[config.mk]
export PLATFORM = sky130hd
export DESIGN_NAME = inst_gen_flat
export DESIGN_NICKNAME = d
export VERILOG_FILES = /design/src/rtl/qed_isa_pkg.sv /design/src/rtl/inst_gen_if.sv /design/src/rtl/inst_encode.sv /design/src/rtl/inst_gen.sv /design/src/flat_wrapper.sv
export SDC_FILE = /design/constraint.sdc
export NUM_CORES = 1
export LEC_CHECK = 0
export CAP_MARGIN = 20
export CORE_ASPECT_RATIO = 1.5
export CORE_MARGIN = 4
export CORE_UTILIZATION = 35
export DETAILED_ROUTE_END_ITERATION = 6
export SKIP_CTS_REPAIR_TIMING = 1
export SLEW_MARGIN = 30
export SYNTH_ARGS = -nofsm -noshare
export SYNTH_HDL_FRONTEND = slang
export SYNTH_SLANG_ARGS = --single-unit
export TNS_END_PERCENT = 10
[constraint.sdc]
create_clock -name clk -period 2.4 [get_ports clk]
set_input_delay 0.48 -clock clk [delete_from_list [all_inputs] [get_ports clk]]
set_output_delay 0.48 -clock clk [all_outputs]
set_load 0.02 [all_outputs]
[src/rtl/qed_isa_pkg.sv]
// Shared ISA constants, instruction-class and FSM enums for the instruction generator.
package qed_isa_pkg;

  localparam logic [6:0] OPC_OP_IMM         = 7'b0010011;
  localparam logic [6:0] OPC_LOAD           = 7'b0000011;
  localparam logic [6:0] OPC_OP             = 7'b0110011;
  localparam logic [6:0] OPC_STORE          = 7'b0100011;
  localparam logic [6:0] NOP_OPCODE_DEFAULT = 7'b1111111;

  localparam logic [2:0] F3_ADD_SUB = 3'b000;
  localparam logic [2:0] F3_SLL     = 3'b001;
  localparam logic [2:0] F3_WORD    = 3'b010;
  localparam logic [2:0] F3_SRL_SRA = 3'b101;

  localparam logic [6:0] F7_BASE = 7'b0000000;
  localparam logic [6:0] F7_ALT  = 7'b0100000;

  localparam logic [31:0] LFSR_TAPS_DEFAULT = 32'h80200003;
  localparam logic [31:0] LFSR_RESET        = 32'h00000001;

  localparam int unsigned REG_LIMIT = 16;
  localparam int unsigned REG_IDX_W = $clog2(REG_LIMIT);

  typedef enum logic [2:0] {
    CLS_I   = 3'd0,
    CLS_LW  = 3'd1,
    CLS_R   = 3'd2,
    CLS_SW  = 3'd3,
    CLS_NOP = 3'd4
  } inst_class_e;

  typedef enum logic [1:0] {
    ST_IDLE,
    ST_RUN,
    ST_DONE
  } gen_state_e;

  // Register fields only ever address the lower REG_LIMIT registers.
  function automatic logic [4:0] reg_field(input logic [REG_IDX_W-1:0] idx);
    return 5'(idx);
  endfunction

endpackage

[src/rtl/inst_gen_if.sv]
// Control and instruction-stream signals of the instruction generator.
interface inst_gen_if;
  logic        start;
  logic [31:0] seed;
  logic [15:0] num_inst;
  logic [4:0]  class_en;
  logic        out_valid;
  logic        out_ready;
  logic [31:0] instruction;
  logic        busy;
  logic        done;

  modport master (
    input  start, seed, num_inst, class_en, out_ready,
    output out_valid, instruction, busy, done
  );

  modport slave (
    output start, seed, num_inst, class_en, out_ready,
    input  out_valid, instruction, busy, done
  );
endinterface

[src/rtl/inst_encode.sv]
// Combinational mapping from LFSR state and enabled classes to a legal RV32 word.
module inst_encode
  import qed_isa_pkg::*;
#(
  parameter logic [6:0] NOP_OPCODE = NOP_OPCODE_DEFAULT
) (
  input  logic [31:0] lfsr,
  input  logic [4:0]  class_en,
  output logic [31:0] instruction
);

  logic [4:0] rd;
  logic [4:0] rs1;
  logic [4:0] rs2;
  logic [2:0] f3;
  logic [6:0] imm_hi;
  logic [6:0] funct7;

  assign rd  = reg_field(lfsr[10:7]);
  assign rs1 = reg_field(lfsr[18:15]);
  assign rs2 = reg_field(lfsr[23:20]);
  assign f3  = lfsr[14:12];

  always_comb begin
    imm_hi      = lfsr[31:25];
    funct7      = F7_BASE;
    instruction = {25'b0, NOP_OPCODE};
    case (lfsr[2:0])
      CLS_I: if (class_en[0]) begin
        // Shift-immediates keep only a legal shamt and the SRAI select bit.
        if (f3 == F3_SLL)
          imm_hi = '0;
        else if (f3 == F3_SRL_SRA)
          imm_hi = {1'b0, lfsr[30], 5'b00000};
        instruction = {imm_hi, lfsr[24:20], rs1, f3, rd, OPC_OP_IMM};
      end
      CLS_LW: if (class_en[1]) begin
        instruction = {2'b00, lfsr[29:20], 5'b00000, F3_WORD, rd, OPC_LOAD};
      end
      CLS_R: if (class_en[2]) begin
        if ((f3 == F3_ADD_SUB || f3 == F3_SRL_SRA) && lfsr[30])
          funct7 = F7_ALT;
        instruction = {funct7, rs2, rs1, f3, rd, OPC_OP};
      end
      CLS_SW: if (class_en[3]) begin
        instruction = {2'b00, lfsr[29:25], rs2, 5'b00000, F3_WORD, lfsr[11:7], OPC_STORE};
      end
      default: instruction = {25'b0, NOP_OPCODE};
    endcase
  end

endmodule

[src/rtl/inst_gen.sv]
// Constrained-random RV32 instruction generator: FSM, LFSR and emitted-count tracking.
module inst_gen
  import qed_isa_pkg::*;
#(
  parameter logic [6:0]  NOP_OPCODE = NOP_OPCODE_DEFAULT,
  parameter logic [31:0] LFSR_TAPS  = LFSR_TAPS_DEFAULT
) (
  input logic       clk,
  input logic       rst_n,
  inst_gen_if.master bus
);

  gen_state_e  state;
  logic [31:0] lfsr;
  logic [15:0] count;
  logic [15:0] num_q;
  logic [4:0]  class_en_q;
  logic        valid_q;
  logic        done_q;
  logic        handshake;
  logic [31:0] encoded;

  function automatic logic [31:0] lfsr_step(input logic [31:0] v);
    return (v >> 1) ^ (v[0] ? LFSR_TAPS : '0);
  endfunction

  assign handshake = valid_q && bus.out_ready;

  always_ff @(posedge clk) begin
    if (!rst_n) begin
      state      <= ST_IDLE;
      lfsr       <= LFSR_RESET;
      count      <= '0;
      num_q      <= '0;
      class_en_q <= '0;
      valid_q    <= 1'b0;
      done_q     <= 1'b0;
    end else begin
      done_q <= 1'b0;
      case (state)
        ST_IDLE: if (bus.start) begin
          lfsr       <= (bus.seed == '0) ? LFSR_RESET : bus.seed;
          count      <= '0;
          num_q      <= bus.num_inst;
          class_en_q <= bus.class_en;
          if (bus.num_inst == '0) begin
            state  <= ST_DONE;
            done_q <= 1'b1;
          end else begin
            state   <= ST_RUN;
            valid_q <= 1'b1;
          end
        end
        ST_RUN: if (handshake) begin
          lfsr  <= lfsr_step(lfsr);
          count <= count + 16'd1;
          // Compare against count+1 so the last handshake ends RUN without ever wrapping count.
          if (count + 16'd1 == num_q) begin
            state   <= ST_DONE;
            valid_q <= 1'b0;
            done_q  <= 1'b1;
          end
        end
        ST_DONE: state <= ST_IDLE;
        default: begin
          state   <= ST_IDLE;
          valid_q <= 1'b0;
        end
      endcase
    end
  end

  inst_encode #(
    .NOP_OPCODE(NOP_OPCODE)
  ) u_encode (
    .lfsr       (lfsr),
    .class_en   (class_en_q),
    .instruction(encoded)
  );

  assign bus.out_valid   = valid_q;
  assign bus.busy        = valid_q;
  assign bus.done        = done_q;
  assign bus.instruction = valid_q ? encoded : '0;

endmodule

[src/flat_wrapper.sv]
// flat-port wrapper written by rule: the top's interface ports become plain ports
module inst_gen_flat import qed_isa_pkg::*;
#(
  parameter logic [6:0]  NOP_OPCODE = NOP_OPCODE_DEFAULT,
  parameter logic [31:0] LFSR_TAPS  = LFSR_TAPS_DEFAULT
)
  (clk, rst_n, bus_start, bus_seed, bus_num_inst, bus_class_en, bus_out_ready, bus_out_valid, bus_instruction, bus_busy, bus_done);
  inst_gen_if bus_i ();
  input logic clk;
  input logic rst_n;
  input wire logic [$bits(bus_i.start)-1:0] bus_start;
  input wire logic [$bits(bus_i.seed)-1:0] bus_seed;
  input wire logic [$bits(bus_i.num_inst)-1:0] bus_num_inst;
  input wire logic [$bits(bus_i.class_en)-1:0] bus_class_en;
  input wire logic [$bits(bus_i.out_ready)-1:0] bus_out_ready;
  output wire logic [$bits(bus_i.out_valid)-1:0] bus_out_valid;
  output wire logic [$bits(bus_i.instruction)-1:0] bus_instruction;
  output wire logic [$bits(bus_i.busy)-1:0] bus_busy;
  output wire logic [$bits(bus_i.done)-1:0] bus_done;
  assign bus_i.start = bus_start;
  assign bus_i.seed = bus_seed;
  assign bus_i.num_inst = bus_num_inst;
  assign bus_i.class_en = bus_class_en;
  assign bus_i.out_ready = bus_out_ready;
  assign bus_out_valid = bus_i.out_valid;
  assign bus_instruction = bus_i.instruction;
  assign bus_busy = bus_i.busy;
  assign bus_done = bus_i.done;
  inst_gen #(.NOP_OPCODE(NOP_OPCODE), .LFSR_TAPS(LFSR_TAPS)) u_core (.clk(clk), .rst_n(rst_n), .bus(bus_i));
endmodule
==> flow_metrics.py, run 1 <==
metrics = {
    "min_path": {
        "hp-start": "u_core.lfsr[3]",
        "hp-class": "flip-flop to flip-flop",
        "whs_path_depth": 2,
        "min_to": "u_core.lfsr[3]",
    },
    "pwr": {
        "irDropWorstVdd_uv": 416,
        "power_density_mw_per_mm2": 586,
        "leakage_uw": 0.00220,
    },
    "timing": {
        "slew_violations": 0,
        "rsz0062_at_grt": "true",
        "fin_skew_ns": 0.00679,
        "fmax_mhz": 401,
        "worst_slack_ns": -0.0947,
        "max_slew_margin": 0.406,
        "tightest_slew_ns": 0.887,
        "finalHoldViolCount": 0,
        "tns_ns": -0.822,
        "fin_crit_sh": 1.04,
        "period_minus_slack_ns": 2.49,
        "finalSetupViolCount": 17,
    },
    "floorplan": {
        "die_h_um": 140,
        "die-area_mm2": 0.0134,
        "initial_core_util": 0.364,
        "core_mm2": 0.0112,
        "fp-row-count": 47,
        "io_pins": 92,
        "die_w_um": 96.0,
    },
    "run_status": {
        "run_status": "complete, but fails checks",
        "violations": "setup timing",
    },
    "synth": {
        "ys.flop_type": "dfxtp_1",
        "syn-num-nets": 614,
        "avgSynthCellArea_um2": 7.36,
        "syn_inst": 552,
        "async_flop_share": 0,
        "yosys.cell_types.count": 55,
        "ys_ff_latch": 72,
        "synthesis.area_mm2": 0.00406,
        "synth-seq-area-share": 0.355,
        "yosysWarnings": 0,
        "synth-edff-count": 0,
    },
    "clocking": {
        "clkSinkCount": 72,
        "cts_made_buffers": 9,
        "cts_buffer_depth": 2,
        "clkLatencyLatePin_ns": 0.34,
        "clk_pin_slew_ns": 0.06,
        "root_buffer": "clkbuf_16",
        "cts_tree": "done",
        "h-tree-depth": 3,
    },
    "worst_setup_path": {
        "required_ns": 1.92,
        "path_max_fanout": 5,
        "worst_path_max_delay_cell": "or3b_4",
        "path_cells": "inv_6, ha_4, nor4_4, or3b_4, a21oi_4, buf_6, a21boi_4, buf_6",
        "arrival_ns": 2.01,
        "start_kind": "flip-flop",
        "crit_top_cell": "buf_6",
        "r2r_start": "u_core.count[4]",
        "worstSetupStartpoint": "u_core.lfsr[0]",
        "crit_type": "flip-flop to primary output",
        "ff2ff_path_depth": 8,
        "cpPeakStageDelay_ns": 0.40,
        "r2r_end": "u_core.state[0]",
        "crit_path_end_kind": "primary output",
        "r2r_setup_slack_ns": 0.23,
    },
    "route": {
        "wl_per_cell_um": 16.3,
        "first_pass_iters": 5,
        "drt_wl_total_mm": 13.2,
        "drcViolationCount": 0,
        "ant_nets": 0,
        "drt_first_iter_violations": 200,
        "vias": 4395,
        "drt-vias-per-instance": 5.41,
    },
    "place": {
        "placed_area_mm2": 0.00531,
        "place_inst": 790,
        "hpwlAfterDp_mm": 9.65,
        "portBuffers": 89,
        "place.gp.congestion": 0.876,
    },
    "global_route": {
        "grt_antenna_before_repair": 0,
        "track_usage": 0.192,
        "grt_max_degree": 46,
        "grt_pass1_vias": 4256,
        "grt_pass1_wl_mm": 20.3,
        "grt-ovfl-total": 0,
    },
    "cells_and_area": {
        "multiInputGateArea_mm2": 0.00250,
        "fin_area_mm2": 0.00575,
        "fillers": 1090,
        "final_cells": 812,
        "nets": 722,
        "final_cell_mix": "112 x nand2_1, 70 x dfxtp_1, 60 x clkdlybuf4s50_1",
        "finish.utilization": 0.515,
        "final_common_cell": "nand2_1",
        "diodes": 0,
        "area_growth_syn_to_layout_pct": 41.6,
        "ff_latch_area_mm2": 0.00145,
        "drive_above_1_share": 0.192,
    },
    "job": {
        "maxCapViolations": 0,
    },
}
worst max path at each step:
stage | to | slack (ns)
floorplan | bus_instruction[13] | -0.07
global placement | bus_instruction[13] | -0.30
detailed placement | bus_instruction[13] | -0.36
CTS | bus_instruction[13] | -0.74
global route | bus_instruction[13] | -0.17
finish | bus_instruction[13] | -0.09
layout make-up:
| type | instances | area share |
|---|---|---|
| clock buffer | 10 | 0.0415 |
| clock inverter | 6 | 0.0128 |
| inverter | 14 | 0.0104 |
| multi-input combinational | 420 | 0.434 |
| sequential | 72 | 0.252 |
| tap | 147 | 0.0320 |
| timing repair buffer | 143 | 0.217 |
cells in the mapped netlist, types with 2 or more instances:
master    count  area (µm²)
nand2_1     114         428
dfxtp_1      72        1440
nor2_1       58         218
a21oi_1      54         270
clkbuf_1     29         109
a311oi_1     23         201
nor4_1       17         106
o21ai_0      16        80.1
and2_1       15        93.8
inv_1        13        48.8
nand4_1      12        75.1
xnor2_1      12         105
xor2_1       11        96.3
nor3_1       10        50.1
a22oi_1       8        60.1
buf_4         8        60.1
nand3_1       7        35.0
buf_2         6        30.0
ha_1          5        62.6
a211oi_1      4        30.0
and3_1        4        25.0
and4_1        4        35.0
nand2b_1      3        18.8
nand3b_1      3        22.5
nor3b_1       3        22.5
o41a_1        3        33.8
a31oi_1       2        12.5
and3b_1       2        17.5
buf_1         2        7.51
nand4b_1      2        17.5
nor2b_1       2        12.5
nor4_2        2        25.0
o211ai_1      2        15.0
o21a_1        2        15.0
o221ai_1      2        17.5
sequential cells by signal (all words and copies together) (netlist names):
signal,count
u_core.bus.done,1
u_core.count,16
u_core.lfsr,32
u_core.num_q,16
u_core.bus.busy,1
u_core.state,2
u_core.class_en_q,4
stage by stage:
| step | power, µW | hold slack, ns | setup WS [ns] |
|---|---|---|---|
| floorplan | 1660 | 0.436 | -0.0655 |
| global placement | 1940 | 0.444 | -0.296 |
| global route | 3530 | 0.482 | -0.169 |
| finish | 3370 | 0.454 | -0.0947 |
| CTS | 3370 | 0.458 | -0.744 |
| detailed placement | 1950 | 0.450 | -0.356 |
kinds of logic (layout without fill, tap and decap cells):
logic type	Yosys count	in the layout	share of synthesized area
buffers and inverters	60	173	0.0650
AO/OA/AOI/OAI	127	127	0.205
adder cells (fa/ha/maj)	5	5	0.0154
multiplexers	1	1	0.00246
AND/OR/NAND/NOR	263	263	0.306
other	1	1	0.000923
XOR/XNOR	23	23	0.0496
flip-flops	72	72	0.355
metal layers:
metal	track usage	wire length, µm
met1	0.200	5000
met4	0.0780	369
met5	0	0
met3	0.0424	829
met2	0.360	7020
power by group:
part / total [µW] / switching [µW] / internal (µW)
clock network: 1410 / 559 / 848
logic: 629 / 329 / 299
registers: 1340 / 67.2 / 1270
total: 3370 / 955 / 2420
critical path, delay by kind of cell, from the launching register on:
family / cells / cell delay [ns]
AND/OR/NAND/NOR: 2 / 0.45
flip-flops: 1 / 0.38
buffers and inverters: 3 / 0.36
AO/OA/AOI/OAI: 2 / 0.34
adder cells (fa/ha/maj): 1 / 0.15
Note: power is estimated with default switching activity, not from simulation.
==> run 2: changes to the inputs <==
- CELL_PAD_IN_SITES_DETAIL_PLACEMENT: not set -> 0
- CELL_PAD_IN_SITES_GLOBAL_PLACEMENT: not set -> 1
- PLACE_DENSITY_LB_ADDON: not set -> 0.1
- clock period: 2.4 -> 3.2 ns (I/O delays scaled with it)
==> run 2 against run 1 <==
Compared with the run above:
- the flow now finishes without violations
- worst setup slack improved by 0.16 ns
- non-clock buffer count down 37
- via count down 6.5%
- flip-flop and latch count did not move
- clock power fell by 28%
- critical path depth down 2
- clock-buffer cell count grew 3
- core utilization fell by 2.8 points
- design area is 5.5% lower
- global-route usage is 0.27 points higher
- wire length down 3.1%
- largest cell class unchanged
- highest routed layer unchanged
==> flow_metrics.py, run 2 (synthesized netlist as in run 1, its figures left out) <==
metrics = {
    "route": {
        "drt_wl_total_mm": 12.8,
        "first_pass_iters": 4,
        "drt_first_iter_violations": 137,
        "drcViolationCount": 0,
        "wl_per_cell_um": 16.5,
        "ant_nets": 0,
        "drt-vias-per-instance": 5.30,
        "vias": 4111,
    },
    "timing": {
        "worst_slack_ns": 0.0664,
        "period_minus_slack_ns": 3.13,
        "tns_ns": 0,
        "fmax_mhz": 319,
        "slew_violations": 0,
        "fin_skew_ns": 0.00496,
        "finalHoldViolCount": 0,
        "max_slew_margin": 0.488,
        "finalSetupViolCount": 0,
        "rsz0062_at_grt": "true",
        "tightest_slew_ns": 0.769,
        "fin_crit_sh": 0.979,
    },
    "worst_setup_path": {
        "r2r_start": "u_core.count[0]",
        "ff2ff_path_depth": 8,
        "required_ns": 2.56,
        "crit_type": "flip-flop to primary output",
        "start_kind": "flip-flop",
        "arrival_ns": 2.49,
        "crit_path_end_kind": "primary output",
        "worstSetupStartpoint": "u_core.lfsr[0]",
        "path_max_fanout": 5,
        "crit_end": "bus_instruction[6]",
        "r2r_setup_slack_ns": 0.56,
        "r2r_end": "u_core.bus.busy",
    },
    "floorplan": {
        "initial_core_util": 0.364,
        "die_w_um": 96.0,
        "core_mm2": 0.0112,
        "die-area_mm2": 0.0134,
        "die_h_um": 140,
        "io_pins": 92,
        "fp-row-count": 47,
    },
    "global_route": {
        "grt_pass1_wl_mm": 20.5,
        "grt-ovfl-total": 0,
        "grt_antenna_before_repair": 0,
        "grt_max_degree": 70,
        "grt_pass1_vias": 4058,
        "track_usage": 0.195,
    },
    "place": {
        "place_inst": 759,
        "place.gp.congestion": 0.871,
        "hpwlAfterDp_mm": 9.33,
        "portBuffers": 89,
        "place_ws_ns": 0.00128,
    },
    "min_path": {
        "hp-class": "flip-flop to flip-flop",
        "hp-start": "u_core.lfsr[3]",
    },
    "clocking": {
        "clkSinkCount": 72,
        "clk_pin_slew_ns": 0.05,
        "cts_tree": "done",
        "cts_made_buffers": 9,
        "cts_buffer_depth": 2,
        "h-tree-depth": 3,
        "root_buffer": "clkbuf_16",
        "clkLatencyLatePin_ns": 0.33,
    },
    "cells_and_area": {
        "largest_reg_flops": 32,
        "final_cell_mix": "114 x nand2_1, 73 x clkdlybuf4s50_1, 72 x dfxtp_1",
        "max_flop_register": "u_core.lfsr",
        "nets": 685,
        "top_regs": "u_core.lfsr (32), u_core.count (16), u_core.num_q (16)",
        "diodes": 0,
        "final_common_cell": "nand2_1",
        "finish.utilization": 0.487,
        "area_growth_syn_to_layout_pct": 33.9,
        "drive_above_1_share": 0.0669,
        "final_cells": 775,
    },
    "pwr": {
        "irDropWorstVdd_uv": 239,
        "power_density_mw_per_mm2": 448,
        "leakage_uw": 0.00223,
        "power_uw": 2440,
    },
    "run_status": {
        "run_status": "complete, no violations",
    },
    "job": {
        "maxCapViolations": 0,
    },
}
## run 2: power by group
group          switching, µW  internal (µW)  total [µW]  leakage [µW]
sequential              48.0            951         999      0.000591
clock                    374            644        1020      0.000150
combinational            224            194         418       0.00149
total                    646           1790        2440       0.00223
## run 2: worst min path at each step
| stage | to | slack, ns | cells past startpoint |
|---|---|---|---|
| global route | u_core.lfsr[4] | 0.48 | 2 |
| finish | u_core.lfsr[3] | 0.45 | 2 |
| CTS | u_core.lfsr[3] | 0.46 | 2 |
| global placement | u_core.lfsr[3] | 0.44 | 2 |
| detailed placement | u_core.lfsr[3] | 0.45 | 2 |
| floorplan | u_core.lfsr[3] | 0.44 | 2 |
## run 2: layout make-up
type / instances / area, µm²
clock buffers: 13 / 260
clock inverters: 3 / 40.0
fillers: 1140 / 5730
inverters: 14 / 52.6
multi-input cells: 420 / 2390
flip-flops and latches: 72 / 1440
well taps: 147 / 184
repair buffers: 106 / 1070
## run 2: per-layer routing
layer / GRT usage / routed length (µm) / vias up
met5: 0 / 0 / -
met4: 0.0652 / 186 / 0
met3: 0.0311 / 448 / 17
met2: 0.372 / 7210 / 84
met1: 0.210 / 4960 / 1930
li1: - / - / 2080
## run 2: stage by stage
step | instance area, µm² | hold slack, ns
finish | 5440 | 0.453
global route | 5440 | 0.484
CTS | 5370 | 0.456
detailed placement | 5070 | 0.448
global placement | 5070 | 0.445
floorplan | 4060 | 0.436
## run 2: critical path, cell delays in order, from the launching register on
cell and delay [ns]:
dfxtp_1 0.40, inv_1 0.11, ha_2 0.23, nor4_2 0.39, buf_4 0.18, o41a_1 0.21, clkdlybuf4s50_1 0.64
==> run 3: changes to the inputs <==
- CTS_CLUSTER_SIZE: not set -> 10
==> results of run 3 <==
Final layout, timing and power as in run 2 (identical DEF).
